### src/rtl/contatore_mod_updown.sv
// Modulo-MOD up/down counter with synchronous load, variable step and wrap/saturate
// mode. Exposes the registered count, the combinational next count, tc and a sticky ovf flag.
module contatore_mod_updown #(
    parameter int N      = 4,
    parameter int MOD    = 10,
    parameter int STEP_W = 2,
    parameter int SAT    = 0
) (
    input  logic              clock,
    input  logic              reset_n,
    input  logic              en,
    input  logic              load,
    input  logic [N-1:0]      load_val,
    input  logic              up,
    input  logic [STEP_W-1:0] step,
    input  logic              clr_ovf,
    output logic [N-1:0]      count_q,
    output logic [N-1:0]      count_next,
    output logic              tc,
    output logic              ovf_sticky
);

    generate
        if (MOD < 2 || MOD > (1 << N)) begin : g_bad_mod
            $error("contatore_mod_updown: MOD must lie in 2..2^N");
        end
        if (((1 << STEP_W) - 1) >= MOD) begin : g_bad_step
            $error("contatore_mod_updown: 2^STEP_W-1 must be smaller than MOD");
        end
    endgenerate

    // The modulus may equal 2^N, so it only fits in N+1 bits.
    localparam logic [N:0]   MOD_W   = (N+1)'(MOD);
    localparam logic [N-1:0] MAX_CNT = N'(MOD - 1);

    logic [N:0] ext_q;
    logic [N:0] ext_step;
    logic [N:0] sum;

    assign ext_q    = {1'b0, count_q};
    assign ext_step = (N+1)'(step);
    assign sum      = ext_q + ext_step;

    // NOTE: every output of this block gets a default first, so no path leaves
    // a variable unassigned and no latch is inferred.
    always_comb begin
        count_next = count_q;
        tc         = 1'b0;
        if (!reset_n) begin
            count_next = '0;
        end else if (load) begin
            count_next = ({1'b0, load_val} < MOD_W) ? load_val : MAX_CNT;
        end else if (en) begin
            if (up) begin
                if (sum < MOD_W) begin
                    count_next = sum[N-1:0];
                end else begin
                    tc         = 1'b1;
                    count_next = (SAT != 0) ? MAX_CNT : N'(sum - MOD_W);
                end
            end else begin
                if (ext_q >= ext_step) begin
                    count_next = N'(ext_q - ext_step);
                end else begin
                    tc         = 1'b1;
                    count_next = (SAT != 0) ? '0 : N'(ext_q + MOD_W - ext_step);
                end
            end
        end
    end

    // NOTE: state registers use non-blocking assignments so every flop samples
    // the values from before the edge, independent of statement order.
    always_ff @(posedge clock or negedge reset_n) begin
        if (!reset_n) begin
            count_q    <= '0;
            ovf_sticky <= 1'b0;
        end else begin
            count_q <= count_next;
            if (tc) begin
                ovf_sticky <= 1'b1;
            end else if (clr_ovf) begin
                ovf_sticky <= 1'b0;
            end
        end
    end

endmodule

### config.mk
export PLATFORM = sky130hd
export DESIGN_NAME = contatore_mod_updown
export DESIGN_NICKNAME = d
export VERILOG_FILES = /design/src/rtl/contatore_mod_updown.sv
export SDC_FILE = /design/constraint.sdc
export NUM_CORES = 1
export LEC_CHECK = 0
export BUFFER_PORTS_ARGS = -buffer_cell sky130_fd_sc_hd__buf_2
export CORE_MARGIN = 3
export CORE_UTILIZATION = 45
export CTS_CLUSTER_DIAMETER = 60
export DETAILED_ROUTE_END_ITERATION = 8
export PLACE_DENSITY = 0.73
export SLEW_MARGIN = 20
export SYNTH_ARGS = -nofsm -noshare
export SYNTH_HDL_FRONTEND = slang
export SYNTH_SLANG_ARGS = --single-unit
### constraint.sdc
create_clock -name clock -period 2.4 [get_ports clock]
set_input_delay 0.36 -clock clock [delete_from_list [all_inputs] [get_ports clock]]
set_output_delay 0.36 -clock clock [all_outputs]
set_load 0.02 [all_outputs]
* Word level (Yosys, flattened, before mapping)
Cells that the tools add are included.
** Storage, ports and cells
- Output and inout port bits :: 10
- Register bits after elaboration :: 5
- Bits of input ports :: 12
- Logic and storage cells :: 26
** Operators by class
- Magnitude comparators :: 3
- Mux-type cells :: 15
- Reductions and logical operators :: 1
- Add/sub/neg operators :: 5
** Operators with widths (count)
- $mux W4 :: 7
- $mux W1 :: 8
- $sub A4 B2 Y4 :: 2
- $add A4 B2 Y5 :: 1
- $lt A5 B4 Y1 const B :: 1
- $add A4 B4 Y4 const B :: 1
- $ge A4 B2 Y1 :: 1
- $lt A4 B4 Y1 const B :: 1
- $sub A4 B4 Y4 const B :: 1
- $reduce_bool A2 Y1 :: 1

* Longest topological paths before layout
- Depth after elaboration :: 8
- Depth in mapped cells :: 10
- Depth with buffers taken out :: 10

* Worst setup path after synthesis
OpenSTA, ideal clock, no wires.
- Path type :: reg2out
- Start :: register count_q[0]
- End :: output port count_next[2]
- Path slack :: -382 ps
- Cell stages (with the launch flop) :: 11
- Required time :: 2040 ps
- Data arrival time :: 2422 ps
- Path buffers :: 0
- Cell sequence :: dfrtp_1 ha_1 inv_1 fa_1 xor2_1 ha_1 inv_1 a21oi_1 nor2_1 a211o_1 a31oi_1
** On the way
- Word-level cells in the longest chain between the ends :: 7
- Elaborated cells between the ends (all ways) :: 13
- Those cells by class :: 5 x add/sub; 2 x order compare; 6 x mux
** Ends and longest elaborated chain
- start: declaration :: RTL line 17 : output logic [N-1:0] count_q,
- start signal: assignment :: RTL line 79 : count_q <= count_next;
- $add A4 B4 Y4 / $add A4 B2 Y5 (equally long branches) :: RTL line 66, 42
- $sub A4 B2 Y4 (tied with other cells) :: RTL line 66 : count_next = (SAT != 0) ? '0 : N'(ext_q + MOD_W - ext_step);
- $mux W4 (on tied branches) :: RTL line 62, 55
- $mux W4 * :: RTL line 54 : if (up) begin
- $mux W4 * :: RTL line 53 : end else if (en) begin
- $mux W4 * :: RTL line 51 : end else if (load) begin
- $mux W4 * :: RTL line 49 : if (!reset_n) begin
- end: declaration :: RTL line 18 : output logic [N-1:0] count_next,
Every way passes the cells marked *; elsewhere a longest branch is shown, timed or not.

* Final worst setup path
- Start :: register count_q[1]
- End :: output port count_next[3]
Same word-level chain as after synthesis.

==> results.txt <==
- Run status: finished with violations
- Failing checks: negative setup slack
- TNS Setup: -1110 ps
* Worst-margin pin slew: 394 ps
- The path with the worst hold slack has its endpoint at ovf_sticky$_DFFE_PN0P_.
- Largest net degree at the start of global routing: 10
- The most used flip-flop cell after synthesis is sky130_fd_sc_hd__dfrtp_1.
- Placed Cells incl. Taps: 158
* Leading area contributor after synthesis: sky130_fd_sc_hd__dfrtp_1
* Sum of overflow across all layers after global routing: 0
- Once placement finished, the instance area stood at 1160 µm².
- The worst register-to-register path begins at count_q[1]$_DFF_PN0_.
* Total non-filler cell area in the finished layout: 1300 µm²
* Share of flip-flops with an asynchronous set or reset: 100%
* Final wirelength: 2420 µm
- Net count reported at finish: 169
- Number of distinct library cell variants in the gate-level netlist after synthesis: 38
- Layout cells sized above 1: 53.8%
* First-pass GRT wire length: 4120 µm
- Hold Crit Start: clr_ovf
* Worst-case reg-to-reg path depth: 10
* Startpoint class of the critical path: register
* Critical Path RT: 2040 ps
- The worst hold path passes through 2 cells.
* Overall die area: 2370 µm²
- Pin placement for this block handled 22 I/O pins.
* Power density cells: 494 nW/µm²
* Fin worst setup slack: -428 ps
- Width of the die: 48.6 µm
* Post-layout min period: 2830 ps
- Number of buffers inserted during clock tree synthesis: 3
- The worst setup path is of the register to output pin kind.
* Number of synthesized flops with an enable pin: 0
* Portion of the clock cycle consumed by the worst path in the final layout: 118%
- Cell count after synthesis: 99
- Number of register bits inferred by synthesis: 5
- Antenna violations before repair: 0
* Worst min path class: input port to register
- Detailed-route wire length per cell: 14.5 µm
* Critical Path Fanout Max: 3
- In this run the standard cell core region covers 1610 µm².
- Final Power: 0.640 mW
* Via total after detailed routing: 927
* Final setup violation count: 4
- Count of warnings emitted by yosys: 0
- The later pin in the worst-skew pair is clocked with a latency of 240 ps.
- Maximum clock frequency: 354 MHz
- Once layout is complete, the utilization of the core stands at 80.4%.
- Measured along the y axis, the die boundary spans 48.6 µm.
- Clock skew on the completed layout was measured at 3.56 ps.
- CTS Root Cell: sky130_fd_sc_hd__clkbuf_4
- In this run the register-to-register setup slack is 100 ps.
- Each instance of the synthesized netlist takes up on average 8.27 µm².
* Cell types with the largest area share after synthesis: sky130_fd_sc_hd__dfrtp_1 (15%), sky130_fd_sc_hd__ha_1 (15%), sky130_fd_sc_hd__fa_1 (7.3%)
- From synthesis to final layout, the design area changed by 58.4%.
- TritonCTS built the clock tree.
- No sink is reached through more buffers than the 2 on the longest clock path.
- The endpoint identified for the worst register-to-register timing path is count_q[3]$_DFF_PN0_.
* Setup repair after global routing missed its margin: yes
- Input and output buffers added on the ports amount to 21.
* Mapped Nets: 124
- The initial utilization of the core area, before any placement, comes to 50.8%.
* Number of failing hold endpoints at the final stage: 0
- At the worst endpoint, the arrival time is 2470 ps.
- Synthesized area: 818 µm²
* Worst Setup End Kind: output pin
* Most frequent cell after synthesis: sky130_fd_sc_hd__inv_1
- Fin cells: 167
- Max-slew violations: 0
- Once detailed placement completed, the half-perimeter wirelength came to 1920 µm.
* Clk pin slew, worst setup/hold paths: 40 ps
* Num Clock Sinks: 5
* Area share of the largest cell type after synthesis: 15.3%
* Number of detailed-route iterations in the first pass: 4
- # fillers: 116
- Global routing consumed, over all layers together, 21.9% of the routing resources.
* Worst setup slack before clock tree synthesis: -302 ps
* Most instantiated cells after synthesis: sky130_fd_sc_hd__inv_1 (15), sky130_fd_sc_hd__ha_1 (10)
- Routability-driven placement finished with a final weighted congestion of 0.795.
- Summed over all cells, the static leakage comes to 0.584 nW.
* Floorplan row count: 14
* Detail-routed via count per cell: 5.55
- Maximum capacitance violations: 0
* Number of levels in the clock H-tree: 1
* Remaining design rule violation count: 0
* Headroom to the max-slew limit: 73.6%
- The count of nets left with antenna violations once routing finished came out at 0.
- Worst vdd rail ir drop: 0.417 mV
* Sequential share of the synthesized area: 15.3%
* Final hold slack: 322 ps
- 0 antenna diodes ended up in the layout.
* Number of global-route vias before repair: 917
- Iteration-0 DRC Markers: 22
## where the power goes
group	switching (mW)	internal [mW]	total, mW
Sequential	0.0136	0.0941	0.108
Clock	0.0360	0.0629	0.0989
Combinational	0.219	0.214	0.433
Total	0.269	0.371	0.640
## placed cells by master (no fill, tap or decap), types with 2 or more instances in the layout
cell type and n:
sky130_fd_sc_hd__buf_6 3, sky130_fd_sc_hd__o21ai_0 5, sky130_fd_sc_hd__nor2b_1 3, sky130_fd_sc_hd__a211o_1 2
sky130_fd_sc_hd__nor2_1 4, sky130_fd_sc_hd__ha_1 5, sky130_fd_sc_hd__nand2b_1 2, sky130_fd_sc_hd__xnor2_1 4
sky130_fd_sc_hd__dfrtp_2 2, sky130_fd_sc_hd__nor3_1 4, sky130_fd_sc_hd__dfrtp_1 3, sky130_fd_sc_hd__fa_2 3
sky130_fd_sc_hd__inv_4 2, sky130_fd_sc_hd__o211ai_1 2, sky130_fd_sc_hd__buf_2 17, sky130_fd_sc_hd__ha_4 4
sky130_fd_sc_hd__clkbuf_4 3, sky130_fd_sc_hd__inv_1 9, sky130_fd_sc_hd__nand3_1 3, sky130_fd_sc_hd__a21oi_1 4
sky130_fd_sc_hd__a31oi_1 2, sky130_fd_sc_hd__nand2_1 2, sky130_fd_sc_hd__inv_2 4, sky130_fd_sc_hd__buf_4 23
## layout make-up
type,count,area (µm²),area share [%]
multi-input combinational,74,742,57.2
clock buffer,4,26.3,2.03
inverter,16,68.8,5.31
sequential,5,128,9.85
timing repair buffer,44,302,23.3
tap,24,30.0,2.32
## layer usage
metal	vias up	global-route usage (%)	part of all wire [%]
met5	-	0	0
met4	0	8.53	2.2
met3	6	3.68	6.9
met2	48	37.1	52
met1	437	27.5	38
li1	436	-	-
## critical path: stages (launching register included)
cell and delay, ps:
sky130_fd_sc_hd__dfrtp_2 430, sky130_fd_sc_hd__ha_4 260, sky130_fd_sc_hd__inv_4 50, sky130_fd_sc_hd__ha_4 120, sky130_fd_sc_hd__inv_2 30, sky130_fd_sc_hd__fa_2 320
sky130_fd_sc_hd__xnor2_1 120, sky130_fd_sc_hd__or3_1 330, sky130_fd_sc_hd__a311oi_2 290, sky130_fd_sc_hd__a211oi_2 80, sky130_fd_sc_hd__buf_4 180
## registers in the layout (all words and copies together) (netlist names)
name	count
ovf_sticky	1
count_q	4
## repair_timing
item / in CTS / in global routing
setup endpoints to repair: 4 / 4
pin swaps: 11 / 8
resized for setup: 9 / 10
setup buffers: 2 / 3
endpoints found under the hold margin: 5 / 0
hold buffers: 1 / 0
## kinds of logic (layout without fill, tap and decap cells)
family	count (synthesis)	count (layout)	share of synthesized area, %
adder cells (fa/ha/maj)	13	13	22.6
XOR/XNOR	5	5	5.35
AND/OR/NAND/NOR	28	28	19.7
AO/OA/AOI/OAI	27	27	25.8
buffers and inverters	20	64	9.94
multiplexers	1	1	1.22
flip-flops	5	5	15.3
## how the worst max path moves through the flow
stage                              start             to  slack, ps
floorplan           count_q[0]$_DFF_PN0_  count_next[2]        -50
global placement                 step[1]  count_next[3]       -260
detailed placement               step[1]  count_next[3]       -300
CTS                 count_q[1]$_DFF_PN0_  count_next[3]       -420
global route        count_q[1]$_DFF_PN0_  count_next[3]       -540
finish              count_q[1]$_DFF_PN0_  count_next[3]       -430
Note: power is estimated with default switching activity, not from simulation.
